**src/rtl/seq_mult_unsigned.sv**
```systemverilog
// Iterative shift-and-add unsigned multiplier (WIDTH x WIDTH -> 2*WIDTH), valid/ready on both sides.
// Optional early termination on exhausted multiplier bits: define MULT_EARLY_TERM_EN.
module seq_mult_unsigned #(
  parameter int unsigned WIDTH = 32,
  parameter int unsigned CNT_W = $clog2(WIDTH)
) (
  input  logic                 clk,
  input  logic                 rst_n,
  input  logic                 in_valid,
  output logic                 in_ready,
  input  logic [WIDTH-1:0]     a,
  input  logic [WIDTH-1:0]     b,
  output logic                 out_valid,
  input  logic                 out_ready,
  output logic [2*WIDTH-1:0]   p,
  output logic                 busy
);

  typedef enum logic [1:0] {
    IDLE = 2'd0,
    BUSY = 2'd1,
    DONE = 2'd2
  } state_t;

  state_t               state;
  state_t               state_nx;
  logic [2*WIDTH-1:0]   acc;
  logic [2*WIDTH-1:0]   a_sh;
  logic [2*WIDTH-1:0]   acc_sum;
  logic [WIDTH-1:0]     b_sh;
  logic [CNT_W-1:0]     count;
  logic                 last_iter;

  assign acc_sum = acc + (b_sh[0] ? a_sh : '0);

`ifdef MULT_EARLY_TERM_EN
  // No set bits remain above the current one, so later adds would all be zero.
  assign last_iter = (b_sh[WIDTH-1:1] == '0);
`else
  assign last_iter = (count == CNT_W'(WIDTH - 1));
`endif

  always_ff @(posedge clk) begin
    if (!rst_n) begin
      state <= IDLE;
    end else begin
      state <= state_nx;
    end
  end

  always_comb begin
    state_nx = state;
    case (state)
      IDLE:    if (in_valid)  state_nx = BUSY;
      BUSY:    if (last_iter) state_nx = DONE;
      DONE:    if (out_ready) state_nx = IDLE;
      default:                state_nx = IDLE;
    endcase
  end

  assign in_ready  = (state == IDLE);
  assign busy      = (state == BUSY);
  assign out_valid = (state == DONE);

  always_ff @(posedge clk) begin
    if (!rst_n) begin
      acc   <= '0;
      a_sh  <= '0;
      b_sh  <= '0;
      count <= '0;
      p     <= '0;
    end else begin
      case (state)
        IDLE: begin
          if (in_valid) begin
            a_sh  <= {{WIDTH{1'b0}}, a};
            b_sh  <= b;
            acc   <= '0;
            count <= '0;
          end
        end
        BUSY: begin
          acc   <= acc_sum;
          a_sh  <= a_sh << 1;
          b_sh  <= b_sh >> 1;
          count <= count + CNT_W'(1);
          if (last_iter) p <= acc_sum;
        end
        default: ;
      endcase
    end
  end

endmodule

```
**config.mk**
```make
export PLATFORM = sky130hd
export DESIGN_NAME = seq_mult_unsigned
export DESIGN_NICKNAME = d
export VERILOG_FILES = /design/src/rtl/seq_mult_unsigned.sv
export SDC_FILE = /design/constraint.sdc
export NUM_CORES = 1
export LEC_CHECK = 0
export BUFFER_PORTS_ARGS = -buffer_cell sky130_fd_sc_hd__buf_2
export CAP_MARGIN = 20
export CELL_PAD_IN_SITES_DETAIL_PLACEMENT = 1
export CELL_PAD_IN_SITES_GLOBAL_PLACEMENT = 2
export CORE_UTILIZATION = 35
export DETAILED_ROUTE_END_ITERATION = 10
export PLACE_DENSITY_LB_ADDON = 0.1
export SLEW_MARGIN = 20
export SYNTH_ARGS = -nofsm -noshare
export SYNTH_HDL_FRONTEND = slang
export SYNTH_SLANG_ARGS = --single-unit
```
**constraint.sdc**
```tcl
create_clock -name clk -period 9.9 [get_ports clk]
set_clock_uncertainty 0.1 [all_clocks]
set_input_delay 1.98 -clock clk [delete_from_list [all_inputs] [get_ports clk]]
set_output_delay 1.98 -clock clk [all_outputs]
set_load 0.01 [all_outputs]
```
* Word-level counts from Yosys, hierarchy flattened
Cells that the tools add are included.
Widths: inputs -> output; s select.
** Word-level totals
- Register bits :: 231
- Output and inout bits :: 67
** Operators by class
- $add $sub $neg :: 2
- Equal/unequal tests :: 6
- Multiplexer cells :: 13
- Reductions and logical operators :: 5
** Operator list (number)
- $pmux 64 s2 :: 2
- $mux 64 :: 3
- $add 64x64->64 :: 1
- $pmux 32 s2 :: 1
- $mux 32 :: 1
- $pmux 5 s2 :: 1
- $mux 2 :: 3
- $pmux 2 s3 :: 1
- $add 5x1->5 const B :: 1
- $eq 5x5->1 const B :: 1
- $mux 5 :: 1
- $ne 2x1->1 const B :: 2
- $reduce_and 2->1 :: 2
- $reduce_and 3->1 :: 1
- $eq 2x1->1 const B :: 1
- $eq 2x2->1 const B :: 1
- $logic_not 2->1 :: 1
- $ne 2x2->1 const B :: 1
- $reduce_bool 2->1 :: 1

* Longest topological paths before layout
- Depth in word-level cells :: 3
- Depth in mapped cells :: 14
- Gate-level depth less buffers :: 13

* Least setup slack after synthesis
No wires, ideal clock.
- Path type :: reg2reg
- From :: register b_sh[0]
- To :: register p[62]
- Library setup time :: 0.127 ns
- Arrival time :: 3.379 ns
- Required time :: 9.673 ns
- Slack :: 6.294 ns
- Stages on the path, launching flop included :: 15
- Buffers on the path :: 1
- Period minus slack after synthesis :: 3.606 ns
- Cell sequence :: dfxtp_1 clkbuf_1 and2_1 ha_1 inv_1 fa_1 or2b_2 a21oi_1 o21ai_2 a31oi_4 o21ai_2 a211oi_4 o32ai_2 o311a_1 or3_1
** Between the ends
- Word-level cells in the longest chain between the ends :: 2
** RTL lines
- start: declaration :: line 30 : logic [WIDTH-1:0] b_sh;
- start signal: assignment :: line 85 : b_sh <= b_sh >> 1;
- $mux 64 :: line 34 : assign acc_sum = acc + (b_sh[0] ? a_sh : '0);
- $add 64x64->64 :: line 34
- end signal: assignment :: line 87 : if (last_iter) p <= acc_sum;
- end: declaration :: line 15 : output logic [2*WIDTH-1:0] p,
No other way between the ends.
A chain may end at the register's enable or synchronous reset.

* Final worst setup path
Ends and elaborated chain as after synthesis.

==> out/qor.csv <==
metric,value,unit
crit_buf_inv,1,
rsz0062_at_grt,no,
regArea,4629,um^2
wirelength,43.92,mm
critPathLaunchType,register,
worst_pin_slew,1.038,ns
fin_hold_ws,0.3490,ns
pwr-share-clk,0.459,
cts_buffer_depth,3,
die_y,196.9,um
max-cap-violations,0,
dieArea,38780,um^2
drive_gt1_frac,0.1655,
cp.arrival,4.85,ns
diodes,0,
leakagePower,6.127,nW
cts-buffers-inserted,28,
grt_pass1_vias,12336,
hold_class,reg2reg,
cts_sinks,231,
reg2reg_slack,5.39,ns
route.met2.wl,19.76,mm
path_class,reg2reg,
synth_area_leaders,"dfxtp_1, a21oi_1, ha_1",
grt_usage,0.2238,
ys_seq_area_frac,0.3477,
viasPerCell,5.530,
grt_pass1_wl,69.61,mm
synth_fp_nets,1790,
peakVddDrop,0.1122,mV
ys_warn_count,0,
power_density,144.2,nW/um^2
synth_cell_types,85,
dp_hpwl,30.10,mm
setup_tns,0,ns
power_switching,0.5533,mW
die_w,196.9,um
synthCells,1656,
cts-resized-gates,0,
highest_layer,met4,
antenna_left,0,
finalSetupViolations,0,
nNetsFinal,1836,
synth_async_sr_flop_share,0,
num_rows,71,
path_cells,"buf_4, and2_1, ha_1, nand2_1, nor4_1, nand3_1, o221a_2, a211oi_4, o32ai_2, o311a_1, or3_1",
cts_setup_buffers,0,
sw_frac_of_total,0.2548,
area_growth,13.27,%
critical_path.max_stage_delay,0.82,ns
r2r-start,b_sh[0]$_SDFFE_PN0P_,
grt_max_degree,69,
intPower,1.618,mW
fillCellCount,4538,
fp.coreArea,37490,um^2
pwr-share-comb,0.087,
critical-path-top-delay-family,compound AO/OA/AOI/OAI gates,
remaining_drc_errors,0,
firstDrtPassIters,4,
avgSynthCellArea,8.031,um^2
dr_total_vias,12348,
fin_crit_sh,0.4556,
cts_tree,done,
wl_met1,21.88,mm
maxSlewViolCount,0,
synth_edf_count,0,
multiInputGateArea,8016,um^2
ys_ff_latch,231,
place_congestion,0.8576,
clock_latency,0.56,ns
hold_start,p[57]$_SDFFE_PN0P_,
fmax,221.7,MHz
period_minus_slack,4.510,ns
port_buffers,134,
drtIter0Drc,601,
required,10.24,ns
io_pins,135,
rr_worst_depth,11,
start_util,0.3547,
timing.rr.end,p[62]$_SDFFE_PN0P_,
min_path_cells,2,
netlist.area_leader.share,0.3477,
overflow,0,
drt-wirelength-per-cell,19.67,um
hold_viol,0,
syn_area,13300,um^2
yosys.area.top_type,dfxtp_1,
slew-limit-headroom,0.3072,
hold_end,p[57]$_SDFFE_PN0P_,
clk_pin_slew,0.06,ns
status,completed,
crit_path_top_delay_cell,dfxtp_1,
seq_power_share,0.454,
cp-end-kind,register,
synth_flop_cell,dfxtp_1,
cts_hold_buffers,0,
cts-root-buf,clkbuf_16,
htree_levels,1,
dr_wl_met3,1.282,mm
antenna_found_initial,0,
crit_fanout,39,
-- placed cells by master (no fill, tap or decap), drive strengths merged, types with 11 or more instances in the layout --
cell | synthesis | final
o31ai | 11 | 11
nor3 | 13 | 13
o211ai | 11 | 11
a211oi | 12 | 12
and2 | 68 | 68
inv | 31 | 32
xnor2 | 33 | 33
nand4 | 25 | 25
and3 | 12 | 12
a31oi | 14 | 14
buf | 27 | 147
o221a | 65 | 65
clkbuf | 104 | 43
nor2 | 180 | 180
o21ai | 66 | 66
o21bai | 14 | 14
ha | 65 | 65
a21oi | 197 | 197
nor2b | 66 | 66
a22o | 12 | 12
dfxtp | 231 | 231
a22oi | 58 | 58
nand2 | 157 | 157
xor2 | 19 | 19
nand3 | 40 | 40
a21o | 26 | 26
-- routing by layer --
metal,GRT usage,up-vias
li1,-,6068
met4,0.06087,0
met3,0.02190,59
met1,0.3159,6024
met2,0.3617,197
met5,0,-
-- synth_stat cells, types with 4 or more instances --
library cell,number
xor2_1,19
o221a_2,65
o21bai_1,14
nand3_1,39
buf_1,11
nand2_1,156
nand2b_1,7
a211oi_1,11
inv_1,31
nor4_1,8
a22oi_1,58
xnor2_1,33
a31oi_1,13
o2111ai_1,4
and3_1,11
a21o_1,25
o31ai_1,11
or3_1,9
clkbuf_1,100
buf_2,11
o21a_1,10
a32o_1,6
and2_1,67
or4_1,6
o21ai_0,59
nand4_1,25
buf_6,4
nor2_1,180
nor2b_1,66
nor3_1,13
a21oi_1,196
a22o_1,11
dfxtp_1,231
o21ai_1,4
ha_1,65
o211ai_1,11
-- layout make-up --
class	instances	share of cell area
inverters	32	0.008140
multi-input cells	1262	0.5322
clock buffers	43	0.05366
clock inverters	7	0.005067
flip-flops and latches	231	0.3073
well taps	511	0.04245
repair buffers	147	0.05117
-- state kept, by name, indices dropped and copies added, names as in the netlist --
register / count
a_sh: 64
p: 64
count: 5
state: 2
acc: 64
b_sh: 32
-- power groups by stage --
stage	sequential, mW	combinational (mW)	clock (mW)
2_1_floorplan	0.990	0.141	0
3_5_place_dp	1.01	0.191	0
6_report	0.985	0.190	0.997
4_1_cts	0.985	0.192	1.03
5_1_grt	0.989	0.210	1.07
3_3_place_gp	1.00	0.189	0
-- worst min-delay path: stages (launching register included) --
cell and delay, ns:
dfxtp_1 0.30, nand2_1 0.05, a21oi_1 0.05
-- worst max path at each step --
stage	start	end	slack [ns]	depth (start not counted)
2_1_floorplan	b_sh[0]$_SDFFE_PN0P_	p[62]$_SDFFE_PN0P_	6.29	14
3_3_place_gp	rst_n	acc[60]$_SDFFE_PN0P_	5.38	6
3_5_place_dp	b_sh[0]$_SDFFE_PN0P_	p[62]$_SDFFE_PN0P_	5.38	11
4_1_cts	b_sh[0]$_SDFFE_PN0P_	p[62]$_SDFFE_PN0P_	5.35	11
5_1_grt	b_sh[0]$_SDFFE_PN0P_	p[62]$_SDFFE_PN0P_	5.04	11
6_report	b_sh[0]$_SDFFE_PN0P_	p[62]$_SDFFE_PN0P_	5.39	11
-- stage by stage --
step	cell area, um^2	instances	worst slack (ns)	power (mW)	utilization
after CTS	15060	2233	5.348	2.209	0.4018
after global placement	14180	2183	5.381	1.193	0.3782
final	15060	2233	5.390	2.172	0.4018
after detailed placement	14180	2183	5.375	1.196	0.3782
after global routing	15060	2233	5.041	2.267	0.4018
after floorplan	13300	1656	6.294	1.130	-
-- cells by family after synthesis --
logic type / Yosys count / synth area share
flip-flops: 231 / 0.3477
XOR/XNOR: 52 / 0.03425
AND/OR/NAND/NOR: 606 / 0.2207
buffers and inverters: 163 / 0.05193
multiplexers: 1 / 0.0007527
adder cells (fa/ha/maj): 66 / 0.06266
AO/OA/AOI/OAI: 537 / 0.2820
(Power assumes the default switching activity.)
